File: config.mk
export PLATFORM = sky130hd
export DESIGN_NAME = stream_mux_nto1
export DESIGN_NICKNAME = d
export VERILOG_FILES = /design/src/rtl/stream_mux_nto1.sv
export SDC_FILE = /design/constraint.sdc
export NUM_CORES = 1
export LEC_CHECK = 0
export CAP_MARGIN = 20
export CORE_ASPECT_RATIO = 1.2
export CORE_MARGIN = 2
export CORE_UTILIZATION = 37
export CTS_BUF_LIST = sky130_fd_sc_hd__clkbuf_16
export DETAILED_ROUTE_END_ITERATION = 6
export PLACE_DENSITY = 0.95
export SYNTH_ARGS = -nofsm -noshare
export SYNTH_HDL_FRONTEND = slang
export SYNTH_SLANG_ARGS = --single-unit
File: constraint.sdc
create_clock -name clk -period 3.1 [get_ports clk]
set_input_delay 0.62 -clock clk [delete_from_list [all_inputs] [get_ports clk]]
set_output_delay 0.62 -clock clk [all_outputs]
set_load 0.02 [all_outputs]
File: src/rtl/stream_mux_nto1.sv
// stream_mux_nto1 - N-to-1 valid/ready stream multiplexer with a registered
// one-entry output stage.
//
// Channel selection is either a programmable select register (default build)
// or round-robin arbitration when the macro STREAM_MUX_RR_EN is defined.
//
// Parameters: DATA_W word width, N_CH channel count (2..16),
//             SEL_W = ceil(log2(N_CH)).
// Ports:
//   clk, rst        clock (rising edge), synchronous active-high reset
//   in_data         N_CH packed words, channel i at [i*DATA_W +: DATA_W]
//   in_valid        per-channel valid
//   in_ready        per-channel ready, at most one bit high
//   sel, sel_load   fixed-mode channel number and its load strobe
//   out_data        registered output word
//   out_valid       output register holds a word
//   out_ready       consumer accepts the word
//   out_ch          source channel of out_data
module stream_mux_nto1 #(
  parameter int DATA_W = 32,
  parameter int N_CH   = 4,
  parameter int SEL_W  = 2
) (
  input  logic                   clk,
  input  logic                   rst,
  input  logic [N_CH*DATA_W-1:0] in_data,
  input  logic [N_CH-1:0]        in_valid,
  output logic [N_CH-1:0]        in_ready,
  input  logic [SEL_W-1:0]       sel,
  input  logic                   sel_load,
  output logic [DATA_W-1:0]      out_data,
  output logic                   out_valid,
  input  logic                   out_ready,
  output logic [SEL_W-1:0]       out_ch
);

  logic [N_CH-1:0][DATA_W-1:0] data_arr;
  logic [SEL_W-1:0]            gnt;
  logic                        gnt_vld;
  logic                        can_load;
  logic                        xfer;

  assign data_arr = in_data;
  assign can_load = !out_valid || out_ready;

`ifdef STREAM_MUX_RR_EN
  logic [SEL_W-1:0] last;
  logic             unused_sel;

  assign unused_sel = ^{sel, sel_load};

  // Walk from the lowest priority (last itself) to the highest (last+1) so
  // the final hit, which overwrites earlier ones, is the nearest valid
  // channel after last.
  always_comb begin
    gnt     = '0;
    gnt_vld = 1'b0;
    for (int k = N_CH; k >= 1; k--) begin
      if (in_valid[(int'(last) + k) % N_CH]) begin
        gnt     = SEL_W'((int'(last) + k) % N_CH);
        gnt_vld = 1'b1;
      end
    end
  end

  // Pointer only advances on an actual transfer; a stalled grant keeps it.
  always_ff @(posedge clk) begin
    if (rst)       last <= SEL_W'(N_CH - 1);
    else if (xfer) last <= gnt;
  end
`else
  logic [SEL_W-1:0] sel_reg;

  always_ff @(posedge clk) begin
    if (rst)           sel_reg <= '0;
    else if (sel_load) sel_reg <= sel;
  end

  assign gnt     = sel_reg;
  // Unused codes above N_CH-1 simply grant nobody.
  assign gnt_vld = 32'(sel_reg) < N_CH;
`endif

  always_comb begin
    in_ready = '0;
    if (!rst && gnt_vld && can_load) in_ready[gnt] = 1'b1;
  end

  // in_ready[gnt] already folds in gnt_vld, so an out-of-range gnt is masked.
  assign xfer = in_valid[gnt] && in_ready[gnt];

  always_ff @(posedge clk) begin
    if (rst) begin
      out_valid <= 1'b0;
      out_data  <= '0;
      out_ch    <= '0;
    end else if (xfer) begin
      out_valid <= 1'b1;
      out_data  <= data_arr[gnt];
      out_ch    <= gnt;
    end else if (out_ready) begin
      out_valid <= 1'b0;
    end
  end

endmodule
; Yosys cells after proc, flatten, opt, wreduce, memory -nomap -nowiden
; Cells that the tools add are included.
[classes]
muxes = 11
reduce_logical = 7
order_cmp = 2
[ops]
columns = operator, n
row1 = binary-select mux 32 bit (select 2 bit), 1
row2 = two-way mux 32 bit, 1
row3 = two-way mux 1 bit, 5
row4 = binary-select mux 1 bit (select 2 bit), 2
row5 = two-way mux 4 bit, 1
row6 = logical AND 1 bit, 3
row7 = "less-than comparator 2 x 3 -> 1 bit, second input constant", 1
row8 = demux 1 bit (select 2 bit), 1
row9 = "greater-or-equal comparator 2 x 1 -> 1 bit, second input constant", 1
row10 = zero test 1 bit, 2
row11 = nonzero test 2 bit, 1
row12 = logical OR 1 bit, 1
[totals]
reg_bits = 37
out_inout_bits = 39

; Longest topological paths before layout
[logic_depth]
ltp_word = 9
ltp_mapped = 7
mapped_depth_nobuf = 4

; Least setup slack after synthesis
; OpenSTA, ideal clock, no wires.
[synth_path]
path_type = flip-flop to output port
start = register sel_reg[1], in the netlist gnt[1]
end = output port in_ready[2]
path_stages_with_launch = 5
required_time_ns = 2.480
arrival_time_ns = 1.571
slack_ns = 0.909
path_cell_list = dfxtp_1 > buf_2 > buf_2 > inv_1 > nor4_1
[synth_between]
elab_chain_len = 5
word_cells_on_any_way = 6
[synth_rtl]
columns = item, line_no
row1 = start: declaration, 72  ; logic [SEL_W-1:0] sel_reg;
row2 = start signal: assignment, 76  ; else if (sel_load) sel_reg <= sel;
row3 = less-than comparator 2 x 3 -> 1 bit (not written as such) / greater-or-equal comparator 2 x 1 -> 1 bit (equally long branches), 86  ; if (!rst && gnt_vld && can_load) in_ready[gnt] = 1'b1;
row4 = logical AND 1 bit (not written as such), 86
row5 = two-way mux 1 bit (not written as such), 86
row6 = demux 1 bit (select 2 bit) (*), 86
row7 = two-way mux 4 bit (*), 86
row8 = end: declaration, 28  ; output logic [N_CH-1:0] in_ready,
; Mark *: on every way between the ends. The rest lies on a longest branch, timed or not.

; Final worst setup path
[layout_path]
start = input port out_ready
end = output port in_ready[3]
[layout_between]
elab_chain_len = 3
[layout_rtl]
columns = item, line_no
row1 = start: declaration, 33  ; input logic out_ready,
row2 = logical OR 1 bit, 44  ; assign can_load = !out_valid || out_ready;
row3 = logical AND 1 bit, 86
row4 = two-way mux 4 bit, 86
; No other way between the ends.

==> out/results.txt <==
Die W - 76.26 um
Gr usage total - 0.2237
Clk_lat worst skew - 0.27 ns
Clock Path Buffers - 2
Leakage dissipation - 1.422 nW
Initial antenna violation count - 0
Max-capacitance violation count - 0
CTS Buf Count - 5
Max Slew Vio Count - 0
Seq cells post-synth - 37
Synthesized area - 0.002318 mm2
Syn Inst Count - 218
Slew @ Worst Pin - 0.5721 ns
Setup Total Neg Slack - 0 ns
Run status - finished clean
Finish-stage setup viols - 0
Largest net degree at the start of global routing - 40
Power Dens Cells - 372.2 mW/mm2
Die Span Y - 90.72 um
Fin nets - 518
CTS tree - yes
Initial Utilization - 0.3832
Crit path DAT - 2.21 ns
HP Class - reg2reg
Yosys top cell area share - 0.3195
Post-CTS setup buffers - 0
Vias in the first global route - 2646
Worst Setup Start Kind - input pin
Crit. End Element - primary output
Post-Synthesis Net Count - 356
Clock Sink Count - 37
Synth area leaders - dfxtp_1 (32%), mux4_2 (31%), a21oi_1 (7.3%)
YS warnings - 0
Area after DPL - 0.004024 mm2
Layout cells sized above 1 - 0.1312
Diodes inserted - 0
Fmax achieved - 0.3540 GHz
Largest area contributor in the netlist - dfxtp_1
Synth unique cells - 25
Clk slew on worst S/H paths - 0.05 ns
Top-Level Pins - 177
Fin crit share - 0.9113
Post-cts resize count - 0
Grt ovf - 0
CTS Root Cell - clkbuf_16
Final hold viol count - 0
First-pass detailed-route iteration total - 4
DRC Markers - 0
Routability Congestion - 0.7415
Syn Area/Cell - 10.64 um2
H-tree levels - 2
Via/cell ratio - 5.363
Area Growth Syn to Fin - 80.14%
RSZ-0062 raised after global routing - no
Detail Route Antenna Nets - 0
Worst clock skew - 0.002930 ns
Worst Path Required - 2.48 ns
Routed wire length - 7679 um
Fill count - 482
Max VDD drop - 0.1974 mV
Hold buffers post-CTS - 0
Wire per inst - 16.59 um
Cell row count - 31
Port Buffers - 176
First-pass GRT wire length - 12480 um
Final HPWL DP - 5901 um
Vias - 2483
CP Class - in2out
Core Area - 0.006051 mm2
Minimum clock period - 2.825 ns
Initial detailed-routing violation count - 97
Post-synthesis sequential area ratio - 0.3195
Die area - 0.006918 mm2
Max-slew headroom - 0.6173
Design area - 0.004177 mm2
CP Max Fanout - 5
==> kinds of logic after synthesis <==
kind of cell | after synthesis | synth area share
AO/OA/AOI/OAI | 69 | 0.1506
buffers and inverters | 28 | 0.09012
flip-flops | 37 | 0.3195
multiplexers | 36 | 0.3303
AND/OR/NAND/NOR | 48 | 0.1096
==> report_power, final <==
part / internal [W] / switching (W)
sequential: 0.000519 / 0.0000280
combinational: 0.000334 / 0.000210
clock: 0.000290 / 0.000173
==> cells in the mapped netlist, drive strengths merged <==
cell    count
dfxtp      37
a21oi      35
nand3      34
o21ai      34
mux4       32
buf        20
clkbuf      7
nor2        4
and3        3
mux2i       3
nor4        2
inv         1
mux2        1
nand2       1
nand2b      1
nor2b       1
nor3        1
or3         1
==> critical path: stages <==
cell and delay (ns):
clkdlybuf4s50_1 0.41, nor2b_1 0.36, nor2_1 0.09, and3_1 0.19
clkdlybuf4s50_1 0.53
==> layer usage <==
layer  vias up  GRT usage  part of all wire
met1      1183     0.2325              0.35
met5         -          0                 0
met3        12    0.06200             0.074
met2       124     0.4255              0.56
met4         0    0.07727             0.018
li1       1164          -                 -
==> metrics by stage <==
step	util	worst slack [ns]	power, W	std cells	hold slack (ns)
final	0.6902	0.2749	0.001554	463	0.4635
after global routing	0.6902	0.1803	0.001628	463	0.4781
after CTS	0.6878	0.2735	0.001563	462	0.4628
after detailed placement	0.6650	0.2765	0.001098	454	0.4552
after global placement	0.6650	0.2791	0.001081	454	0.4499
after floorplan	-	0.9090	0.0008184	218	0.5431
==> layout make-up <==
type / count / area [um2] / share of cell area
clock buffer: 5 / 125.1 / 0.02996
tap: 82 / 102.6 / 0.02457
timing repair buffer: 182 / 1814 / 0.4344
sequential: 37 / 743.2 / 0.1780
clock inverter: 3 / 12.51 / 0.002996
multi-input combinational: 153 / 1375 / 0.3292
inverter: 1 / 3.754 / 0.0008987
==> registers in the layout (all words and copies together) (netlist names) <==
name       count
gnt            2
out_data      32
out_ch         2
out_valid      1
==> final timing paths <==
path	from	to	slack, ns	depth (start not counted)
setup / recovery	out_ready	in_ready[3]	0.27	5
setup reg to reg	gnt[0]	out_data[19]	0.77	6
hold / removal	out_data[15]	out_data[15]	0.46	2
hold reg to reg	out_data[15]	out_data[15]	0.46	2
==> placed cells by master (no fill, tap or decap) <==
cell	instances
a21oi_2	1
dfxtp_2	2
or3_1	1
nor2_1	4
and3_1	2
mux2i_1	3
nand2b_1	1
mux4_2	32
clkinv_2	1
o21ai_0	21
nor3_4	1
nand2_1	1
buf_8	1
inv_1	1
dfxtp_1	35
clkinv_1	2
clkbuf_16	5
o21ai_1	13
a21oi_1	34
mux2_4	1
nor2b_1	1
and3_4	1
clkdlybuf4s50_1	176
nand3_1	34
buf_4	5
nor4_1	2
Power figures use the tool's default switching activity.
